--- src/rtl/nn_result_filter_pkg.sv ---
// Shared types and constants for the NN result filter: class count, probability type, scan FSM states.
package nn_result_pkg;
  localparam int NUM_CLASSES = 10;
  localparam int PROB_W      = 16;
  localparam int IDX_W       = $clog2(NUM_CLASSES);
  localparam logic [IDX_W-1:0] DIGIT_NONE = 4'hF;

  typedef logic [PROB_W-1:0] prob_t;

  typedef enum logic [1:0] {IDLE, SCAN, FILTER} state_t;
endpackage

--- src/rtl/nn_result_filter_stability.sv ---
// Candidate/Count tracking: commits a digit once the same argmax is seen STABLE_COUNT times in a row.
module stability_filter
  import nn_result_pkg::*;
#(
  parameter int    STABLE_COUNT = 3,
  parameter prob_t MIN_CONF     = 16'h4000
) (
  input  logic             Clk,
  input  logic             Reset_n,
  input  logic             i_en,
  input  logic             i_clear,
  input  logic [IDX_W-1:0] i_best,
  input  prob_t            i_m,
  output logic [IDX_W-1:0] o_digit,
  output prob_t            o_conf,
  output logic             o_locked
);
  localparam int CNT_W = (STABLE_COUNT < 2) ? 1 : $clog2(STABLE_COUNT + 1);
  localparam logic [CNT_W-1:0] CNT_MAX = CNT_W'(STABLE_COUNT);

  logic [IDX_W-1:0] r_cand;
  logic [CNT_W-1:0] r_cnt;
  logic             w_hit;
  logic             w_commit;
  logic [CNT_W-1:0] w_cnt_nxt;

  always_comb begin
    w_hit     = (i_m >= MIN_CONF);
    w_cnt_nxt = '0;
    if (w_hit) begin
      if (i_best == r_cand)
        w_cnt_nxt = (r_cnt == CNT_MAX) ? r_cnt : r_cnt + CNT_W'(1);
      else
        w_cnt_nxt = CNT_W'(1);
    end
    w_commit = w_hit && (w_cnt_nxt == CNT_MAX);
  end

  always_ff @(posedge Clk or negedge Reset_n) begin
    if (!Reset_n) begin
      r_cand   <= DIGIT_NONE;
      r_cnt    <= '0;
      o_digit  <= DIGIT_NONE;
      o_conf   <= '0;
      o_locked <= 1'b0;
    end else if (i_clear) begin
      r_cand   <= DIGIT_NONE;
      r_cnt    <= '0;
      o_digit  <= DIGIT_NONE;
      o_conf   <= '0;
      o_locked <= 1'b0;
    end else if (i_en) begin
      r_cnt  <= w_cnt_nxt;
      r_cand <= w_hit ? i_best : DIGIT_NONE;
      // A weak result drops the lock but keeps the last shown digit on the display
      if (!w_hit) begin
        o_locked <= 1'b0;
      end else if (w_commit) begin
        o_digit  <= i_best;
        o_conf   <= i_m;
        o_locked <= 1'b1;
      end
    end
  end
endmodule

--- src/rtl/nn_result_filter.sv ---
// Snapshots class probabilities on Ready, scans for the argmax one class per clock,
// then hands the winner to the stability filter.
module nn_result_filter
  import nn_result_pkg::*;
#(
  parameter int    STABLE_COUNT = 3,
  parameter prob_t MIN_CONF     = 16'h4000
) (
  input  logic                               Clk,
  input  logic                               Reset_n,
  input  logic                               Clear,
  input  logic                               Ready,
  input  logic [NUM_CLASSES-1:0][PROB_W-1:0] Probability,
  output logic [IDX_W-1:0]                   Digit,
  output logic [PROB_W-1:0]                  Confidence,
  output logic                               Locked,
  output logic                               Done,
  output logic                               Busy,
  output logic                               Overrun
);
  state_t                         r_state;
  state_t                         w_state_nxt;
  logic [NUM_CLASSES-1:0][PROB_W-1:0] r_snap;
  logic [IDX_W-1:0]               r_best;
  logic [IDX_W-1:0]               r_idx;
  logic                           r_done;
  logic                           r_overrun;
  logic                           w_accept;
  logic                           w_filt_en;
  logic                           w_scan_last;
  prob_t                          w_m;

  assign w_scan_last = (r_idx == IDX_W'(NUM_CLASSES - 1));
  assign w_m         = r_snap[r_best];

  always_ff @(posedge Clk or negedge Reset_n) begin
    if (!Reset_n) r_state <= IDLE;
    else          r_state <= w_state_nxt;
  end

  always_comb begin
    w_state_nxt = r_state;
    case (r_state)
      IDLE:    if (Ready)       w_state_nxt = SCAN;
      SCAN:    if (w_scan_last) w_state_nxt = FILTER;
      FILTER:                   w_state_nxt = IDLE;
      default:                  w_state_nxt = IDLE;
    endcase
    if (Clear) w_state_nxt = IDLE;
  end

  always_comb begin
    Busy      = (r_state != IDLE);
    w_accept  = (r_state == IDLE) && Ready && !Clear;
    w_filt_en = (r_state == FILTER) && !Clear;
  end

  always_ff @(posedge Clk or negedge Reset_n) begin
    if (!Reset_n) begin
      r_snap    <= '0;
      r_best    <= '0;
      r_idx     <= '0;
      r_done    <= 1'b0;
      r_overrun <= 1'b0;
    end else if (Clear) begin
      r_done    <= 1'b0;
      r_overrun <= 1'b0;
    end else begin
      r_done <= (r_state == FILTER);
      if (Ready && Busy) r_overrun <= 1'b1;
      if (w_accept) begin
        r_snap <= Probability;
        r_best <= '0;
        r_idx  <= IDX_W'(1);
      end else if (r_state == SCAN) begin
        // strict compare keeps the lowest index on ties
        if (r_snap[r_idx] > r_snap[r_best]) r_best <= r_idx;
        r_idx <= r_idx + IDX_W'(1);
      end
    end
  end

  assign Done    = r_done;
  assign Overrun = r_overrun;

  stability_filter #(
    .STABLE_COUNT(STABLE_COUNT),
    .MIN_CONF    (MIN_CONF)
  ) u_filt (
    .Clk     (Clk),
    .Reset_n (Reset_n),
    .i_en    (w_filt_en),
    .i_clear (Clear),
    .i_best  (r_best),
    .i_m     (w_m),
    .o_digit (Digit),
    .o_conf  (Confidence),
    .o_locked(Locked)
  );
endmodule

--- config.mk ---
export PLATFORM = sky130hd
export DESIGN_NAME = nn_result_filter
export DESIGN_NICKNAME = d
export VERILOG_FILES = /design/src/rtl/nn_result_filter_pkg.sv /design/src/rtl/nn_result_filter_stability.sv /design/src/rtl/nn_result_filter.sv
export SDC_FILE = /design/constraint.sdc
export NUM_CORES = 1
export LEC_CHECK = 0
export CORE_MARGIN = 2
export CORE_UTILIZATION = 30
export CTS_BUF_LIST = sky130_fd_sc_hd__clkbuf_4 sky130_fd_sc_hd__clkbuf_8 sky130_fd_sc_hd__clkbuf_16
export DETAILED_ROUTE_END_ITERATION = 12
export PLACE_DENSITY = 0.62
export SYNTH_ARGS = -nofsm -noshare
export SYNTH_HDL_FRONTEND = slang
export SYNTH_SLANG_ARGS = --single-unit
--- constraint.sdc ---
create_clock -name Clk -period 9 [get_ports Clk]
set_input_delay 0.9 -clock Clk [delete_from_list [all_inputs] [get_ports Clk]]
set_output_delay 0.9 -clock Clk [all_outputs]
set_load 0.01 [all_outputs]
==> results of run 1 <==
-- placed cells by master, fill, tap and decap left out, types with 11 or more instances in the layout --
cell type and instances:
mux4_2 43, clkdlybuf4s50_1 186, o221ai_1 16, a21oi_1 24
inv_1 18, dfrtp_1 189, nand3_1 20, nand2_1 496
o22ai_1 15, mux2i_1 70, o2bb2ai_1 11, o21ai_0 46
clkbuf_16 17, ha_1 18, buf_4 11, nor2_1 33
-- kinds of logic after synthesis --
kind of cell    Yosys count  synth area share
simple gates            587             0.216
xor+xnor                  6           0.00550
mux                     115             0.158
compound gates          153            0.0979
flops                   199             0.457
buf+inv                 106            0.0455
fa+ha+maj                18            0.0206
-- state kept, by name, indices dropped and copies added, names as in the netlist --
| name | count |
|---|---|
| r_state | 2 |
| u_filt.o_locked | 1 |
| u_filt.o_digit | 4 |
| r_idx | 4 |
| r_best | 4 |
| u_filt.o_conf | 16 |
| Overrun | 1 |
| r_snap | 160 |
| u_filt.r_cnt | 2 |
| Done | 1 |
| u_filt.r_cand | 4 |
-- critical path, stage by stage, from the launching register on --
cell and delay (ps):
dfrtp_4 780, buf_4 670, mux4_2 580, inv_1 60, o22ai_1 90, o21ai_0 320, ha_1 230, nand4_1 160
nor4_1 1100, nor3_1 90, o21ai_0 120, nand3_1 90
-- routing by layer --
| metal | wire (um) | vias to the layer above |
|---|---|---|
| met5 | 0 | - |
| met1 | 14900 | 4455 |
| met4 | 638 | 0 |
| met2 | 17600 | 207 |
| li1 | - | 4286 |
| met3 | 1170 | 36 |
-- path summary, 6_finish.rpt --
kind	from	endpoint	slack, ps
min	Overrun	Overrun	500
max in group asynchronous	Reset_n	u_filt.o_conf[10]	6780
min reg2reg	Overrun	Overrun	500
min in group asynchronous	Reset_n	r_snap[25]	580
max reg2reg	r_best[0]	r_best[3]	4550
max	r_best[0]	r_best[3]	4550
-- power by group --
part           switching, mW  internal, mW  total, mW
logic                  0.806         0.759       1.57
clock network          0.372         0.445      0.817
registers              0.295          1.08       1.38
-- final cells by class --
class | instances | area (um^2)
clock buffers | 17 | 425
clock inverters | 15 | 190
fillers | 3622 | 22100
inverters | 20 | 75.1
multi-input cells | 879 | 5450
flip-flops and latches | 199 | 5000
well taps | 461 | 577
repair buffers | 198 | 1960
-- per-stage QoR --
step | area (um^2) | std cells | setup WS [ps] | power (mW) | util
finish | 13700 | 1789 | 4550 | 3.76 | 0.383
floorplan | 10900 | 1184 | 5650 | 2.43 | -
detailed placement | 13100 | 1757 | 4570 | 2.95 | 0.365
CTS | 13700 | 1789 | 4560 | 3.78 | 0.383
global route | 13700 | 1789 | 4180 | 4.00 | 0.383
global placement | 13100 | 1757 | 4640 | 2.94 | 0.365
==> metrics.cfg, run 1 <==
[synthesis]
synth_area_leaders=dfrtp_1 44%, nand2_1 17%, mux4_2 8.9%
synth_most_common_cell=nand2_1
synth_flop_cell=dfrtp_1
yosys.area.top_type=dfrtp_1
ys_seq_area_frac=0.457
yosys-top-cells-count=496 x nand2_1, 191 x dfrtp_1, 70 x mux2i_1, 54 x clkbuf_1, 46 x o21ai_0
syn_avg_cell_area_um2=9.23
synth_seq_cells=199
syn_area_um2=10900
syn_inst=1184
yosys_warnings=0
syn-num-nets=1366
ys_async_sr_fraction=1.00
synth.top_cell.area_share=0.437
ys_types=57
synth-edff-count=0

[detailed_routing]
drtIter0Drc=715
drt_pass1_iterations=5
vias_per_cell=5.02
totalWireLength_mm=34.3
wl_per_cell_um=19.2
drcViolationCount=0
vias=8984
ant_nets=0

[clock_tree]
cts.sinks=199
cts_resized=0
tritoncts=done
cts_hold_buf=0
clk_pin_slew_worst_paths_ps=80
clk_latency_ps=440
clock_path_buffers=2
cts_root_buffer=clkbuf_16
cts_setup_buffers=0
htree_levels=4
cts_buffers=17

[sta]
slew_headroom=0.143
tightest_slew_ps=1270
clock_skew_ps=11.9
hold_violations=0
fmax_mhz=225
rsz0062_at_grt=no
finalCritPeriodShare=0.495
maxSlewViolCount=0
finalCriticalPeriod_ps=4450
whs_ps=496
setup_viol=0
finalSetupTns_ps=0

[global_routing]
busiest_layer=met2
use_met3=0.0231
grt_use_total=0.182
grt_pass1_wl_mm=53.2
met1_usage=0.238
grt_pass1_vias=9148
grt_max_degree=114
globalRouteMet2Util=0.318
grt_overflow=0
antenna_found_initial=0

[setup_path]
arrival_ps=4760
critPathRequiredTime_ps=9310
path_class=reg -> reg
cp-start-kind=flop
worst-r2r-cell-count=11
endpoint_kind=flop
path_max_fanout=41

[floorplanning]
core_area_um2=35700
rows=69
initial_core_util=0.306
die_h_um=195
ios=188
die_area_um2=38000
die_x_um=195

[job]
cap_violations=0

[final_layout]
syn2layout_area_growth_pct=25.1
antennaDiodeCount=0
drive_gt1_frac=0.0858
nets=1497

[placement]
port_buffers=187
gp_congestion=0.865
dp_hpwl_mm=24.9

[run_status]
run_status=complete, no violations

[power_and_ir_drop]
leakage_nw=6.38
ir_drop_v=0.000199
cellPowerDensity_nw_per_um2=275

[worst_hold_path]
min_path_type=reg -> reg
whs_path_depth=2

(Power assumes the default switching activity.)
==> run 2, diff against run 1 <==
clock period = 4.6 ns   (was 9 ns; I/O delays follow)
==> run 2 against run 1 <==
Against the previous run:
- maximum frequency is 16% higher
- critical path depth decreased by 1
- power up 97%
- non-clock buffer count rose by 10
- via count rose by 2.3%
- critical path type unchanged
==> metrics.cfg, run 2 (synthesis results as in run 1) <==
[clock_tree]
cts_hold_buf=0
htree_levels=4
cts.sinks=199
cts_setup_buffers=0
cts_buffers=17
cts_resized=0
clock_path_buffers=2
clk_pin_slew_worst_paths_ps=80
tritoncts=done
cts_root_buffer=clkbuf_16
clk_latency_ps=460

[final_layout]
top_regs=r_snap (160), u_filt.o_conf (16)
final_cell_mix=496 x nand2_1, 189 x dfrtp_1, 186 x clkdlybuf4s50_1, 70 x mux2i_1, 46 x o21ai_0
syn2layout_area_growth_pct=26.3
final_common_cell=nand2_1
drive_gt1_frac=0.0927
largest_register_ffs=160
top_register=r_snap
fillCellCount=3588
nets=1507

[setup_path]
startpoint=r_best[0]
r2r_end=r_best[0]
path_max_fanout=43
worst-r2r-cell-count=10
endpoint_kind=flop
r2r_setup_slack_ps=750
path_class=reg -> reg
critPathRequiredTime_ps=4980
cp-start-kind=flop
crit_end=r_best[0]
arrival_ps=4230
r2r_start=r_best[0]

[sta]
finalCriticalPeriod_ps=3850
slew_headroom=0.190
fin_ws_ps=749
hold_violations=0
tightest_slew_ps=1210
finalCritPeriodShare=0.837
setup_viol=0
fmax_mhz=260
whs_ps=114
clock_skew_ps=13.9
rsz0062_at_grt=no
finalSetupTns_ps=0
maxSlewViolCount=0

[power_and_ir_drop]
leakage_nw=6.44
p_total_mw=7.42
cellPowerDensity_nw_per_um2=538
ir_drop_v=0.000285

[global_routing]
grt_pass1_wl_mm=54.2
grt_overflow=0
grt_max_degree=119
busiest_layer=met2
use_met3=0.0288
grt_pass1_vias=9364
grt_use_total=0.185
met1_usage=0.240
antenna_found_initial=0
globalRouteMet2Util=0.313

[floorplanning]
die_area_um2=38000
die_x_um=195
initial_core_util=0.306
rows=69
core_area_um2=35700
die_h_um=195
ios=188

[job]
cap_violations=0

[worst_hold_path]
min_path_type=in -> async

[detailed_routing]
totalWireLength_mm=34.5
drcViolationCount=0
wl_per_cell_um=19.2
vias_per_cell=5.10
drt_pass1_iterations=6
vias=9188
ant_nets=0
drtIter0Drc=905

[placement]
port_buffers=187
dp_slack_ps=782
dp_hpwl_mm=25.3
gp_congestion=0.854

[run_status]
run_status=complete, no violations

[run 2: cell types whose count changed in the layout (fill, tap and decap cells not counted), moves of 2 or more]
cell | previous run | this run
buf_4 | 11 | 17
buf_12 | 0 | 4
clkbuf_4 | 0 | 2
clkinv_2 | 2 | 0
inv_8 | 2 | 0
[run 2: through the flow]
step           area (um^2)  std cells   util
6_report             13800       1800  0.386
5_1_grt              13800       1799  0.386
4_1_cts              13800       1799  0.386
3_5_place_dp         13200       1767  0.369
3_3_place_gp         13200       1767  0.369
2_1_floorplan        10900       1184      -
[run 2: power by group]
group / total [mW] / internal, mW / switching (mW)
registers: 2.63 / 2.12 / 0.514
clock network: 1.61 / 0.894 / 0.715
logic: 3.18 / 1.53 / 1.65
[run 2: layout make-up]
class,instances,area (um^2),share of cell area
diodes,1,2.50,0.000181
flip-flops and latches,199,5000,0.362
inverters,20,75.1,0.00544
multi-input cells,879,5450,0.395
clock buffers,20,454,0.0329
well taps,461,577,0.0418
repair buffers,208,2080,0.151
clock inverters,12,168,0.0121
[run 2: metal layers]
| metal | up-vias | share of wire |
|---|---|---|
| met5 | - | 0 |
| met4 | 0 | 0.026 |
| met3 | 50 | 0.044 |
| met2 | 282 | 0.50 |
| met1 | 4535 | 0.43 |
| li1 | 4321 | - |
[run 2: how the worst min path moves through the flow]
stage / startpoint / to / slack [ps] / cells past startpoint
after floorplan: Reset_n / Done / 160 / 0
after global placement: u_filt.o_conf[8] / u_filt.o_conf[8] / 480 / 1
after detailed placement: u_filt.o_conf[7] / u_filt.o_conf[7] / 480 / 1
after CTS: Reset_n / r_snap[11] / 200 / 1
after global routing: Reset_n / r_snap[11] / 210 / 1
final: Reset_n / r_snap[11] / 110 / 1
[run 2: worst max-delay path: stages, from the launching register on]
cell     delay [ps]
dfrtp_4         910
mux4_2          590
inv_1            70
o22ai_1         100
o21ai_0         260
ha_1            310
a21oi_1         150
o21ai_0         120
a221o_1         420
or4b_2          690
nand3_1         110
==> run 3, diff against run 2 <==
PLACE_DENSITY = 0.64   (was 0.62)
clock period = 3.5 ns   (was 4.6 ns; I/O delays follow)
==> run 3 against run 2 <==
Against the previous run:
- the flow now finishes with violations (negative hold slack)
- count of clock-buffer cells in the layout decreased by 3
- first-iteration DRC count decreased by 15%
- core utilization increased by 1.3 points
- routed wire length increased by 3.2%
- combinational power increased by 62%
- clock skew decreased by 4.3 ps
- largest cell class unchanged
- die area unchanged
- via count increased by 2.5%
==> metrics.cfg, run 3 (synthesis results as in run 1) <==
[sta]
fin_ws_ps=66.3
setup_viol=0
finalSetupTns_ps=0
finalCriticalPeriod_ps=3430
slew_headroom=0.320
hold_violations=10
maxSlewViolCount=0
finalCritPeriodShare=0.981
clock_skew_ps=9.61
fmax_mhz=291
whs_ps=-17.0
tightest_slew_ps=1020

[final_layout]
final_common_cell=nand2_1
antennaDiodeCount=0
final_cell_mix=496 x nand2_1, 189 x dfrtp_1, 186 x clkdlybuf4s50_1, 70 x mux2i_1, 54 x buf_4
nets=1553
drive_gt1_frac=0.129
syn2layout_area_growth_pct=30.5
fin_util=0.399
final_area_um2=14300
top_regs=r_snap (160), u_filt.o_conf (16)
final_cells=1845
top_register=r_snap
largest_register_ffs=160

[detailed_routing]
vias=9421
drt_pass1_iterations=5
wl_per_cell_um=19.3
ant_nets=0
drcViolationCount=0
totalWireLength_mm=35.6
drtIter0Drc=768
vias_per_cell=5.11

[run_status]
run_status=finished with violations
violations=negative hold slack

[placement]
dp_hpwl_mm=26.0
placed_cell_area_um2=13500
port_buffers=187
dp_cells=1799
gp_congestion=0.996
dp_slack_ps=-167

[setup_path]
path_buf_inv=3
arrival_ps=3800
cp_slowest_stage_delay_ps=690
path_delay_family=simple AND/OR/NAND/NOR gates
cp-start-kind=flop
endpoint_kind=flop
slowest_stage=or4b_2
worst-r2r-cell-count=12
path_cells=buf_4 > clkbuf_16 > buf_4 > mux4_2 > a21oi_1 > o21ai_0 > ha_1 > nand4_1 > nor2_1 > a221o_1 > or4b_2 > nand3_1
path_max_fanout=7
path_class=reg -> reg
critPathMostFrequentCell=buf_4
cp.depth=12
critPathRequiredTime_ps=3870

[clock_tree]
clk_latency_ps=440
cts_root_buffer=clkbuf_16
cts.sinks=199
cts_hold_buf=0
clock_path_buffers=2
cts_buffers=17
htree_levels=4
tritoncts=done
clk_pin_slew_worst_paths_ps=80

[floorplanning]
die_x_um=195
initial_core_util=0.306
die_area_um2=38000
die_h_um=195
rows=69
ios=188
core_area_um2=35700

[power_and_ir_drop]
power_frac_clock=0.191
p_sw_frac=0.395
p_total_mw=10.5
internal-power_mw=6.33
pwr-share-seq=0.317
p_comb_frac=0.492
leakage_nw=6.69
p_switching_mw=4.13
cellPowerDensity_nw_per_um2=733
ir_drop_v=0.000382

[global_routing]
grt_pass1_wl_mm=54.8
grt_use_total=0.187
grt_pass1_vias=9443
grt_overflow=0
antenna_found_initial=0
grt_max_degree=164

[job]
cap_violations=0

[worst_hold_path]
min_path_type=in -> async

run 3: changes by cell type in the layout (fill, tap and decap cells not counted), sizes merged:
cell    before  now
buf         21   66
bufinv       3    1
clkbuf      21   19
clkinv       4    5
diode        1    0
inv         24   28
run 3: area by class of cell:
type,instances,area [um^2]
clock buffers,17,425
fillers,3603,21500
flip-flops and latches,199,5000
inverters,20,75.1
repair buffers,254,2540
multi-input cells,879,5490
well taps,461,577
clock inverters,15,163
run 3: worst paths after layout:
kind	start	endpoint	slack (ps)
max in group asynchronous	Reset_n	r_snap[71]	2530
worst max register to register	r_idx[0]	r_best[0]	70
min in group Clk	Probability[116]	r_snap[116]	440
worst min-delay path	Reset_n	r_snap[40]	-20
worst max-delay path	r_idx[0]	r_best[0]	70
worst min register to register	u_filt.o_conf[11]	u_filt.o_conf[11]	490
run 3: metal layers:
metal  up-vias  part of all wire  GRT usage
met1      4652              0.44      0.244
li1       4409                 -          -
met3        63             0.042     0.0269
met4         0             0.031     0.0698
met2       297              0.49      0.316
met5         -                 0          0
run 3: repair_timing:
action	CTS	global route
cloned	0	1
endpoints found under the setup margin	4	4
resized for setup	1	13
pin swaps	1	7
buffers inserted	1	12
run 3: worst reg2reg max path: cells and delay by family, from the launching register on:
kind	cells	cell delay, ps
simple gates	4	980
flops	1	530
mux	1	410
fa+ha+maj	1	350
buf+inv	3	450
compound gates	3	650
run 3: power groups by stage:
stage	sequential, mW	combinational [mW]	clock (mW)
6_report	3.32	5.14	2.00
5_1_grt	3.37	5.52	2.14
4_1_cts	3.33	4.85	2.04
3_5_place_dp	3.39	4.77	0
3_3_place_gp	3.38	4.69	0
2_1_floorplan	3.10	3.15	0
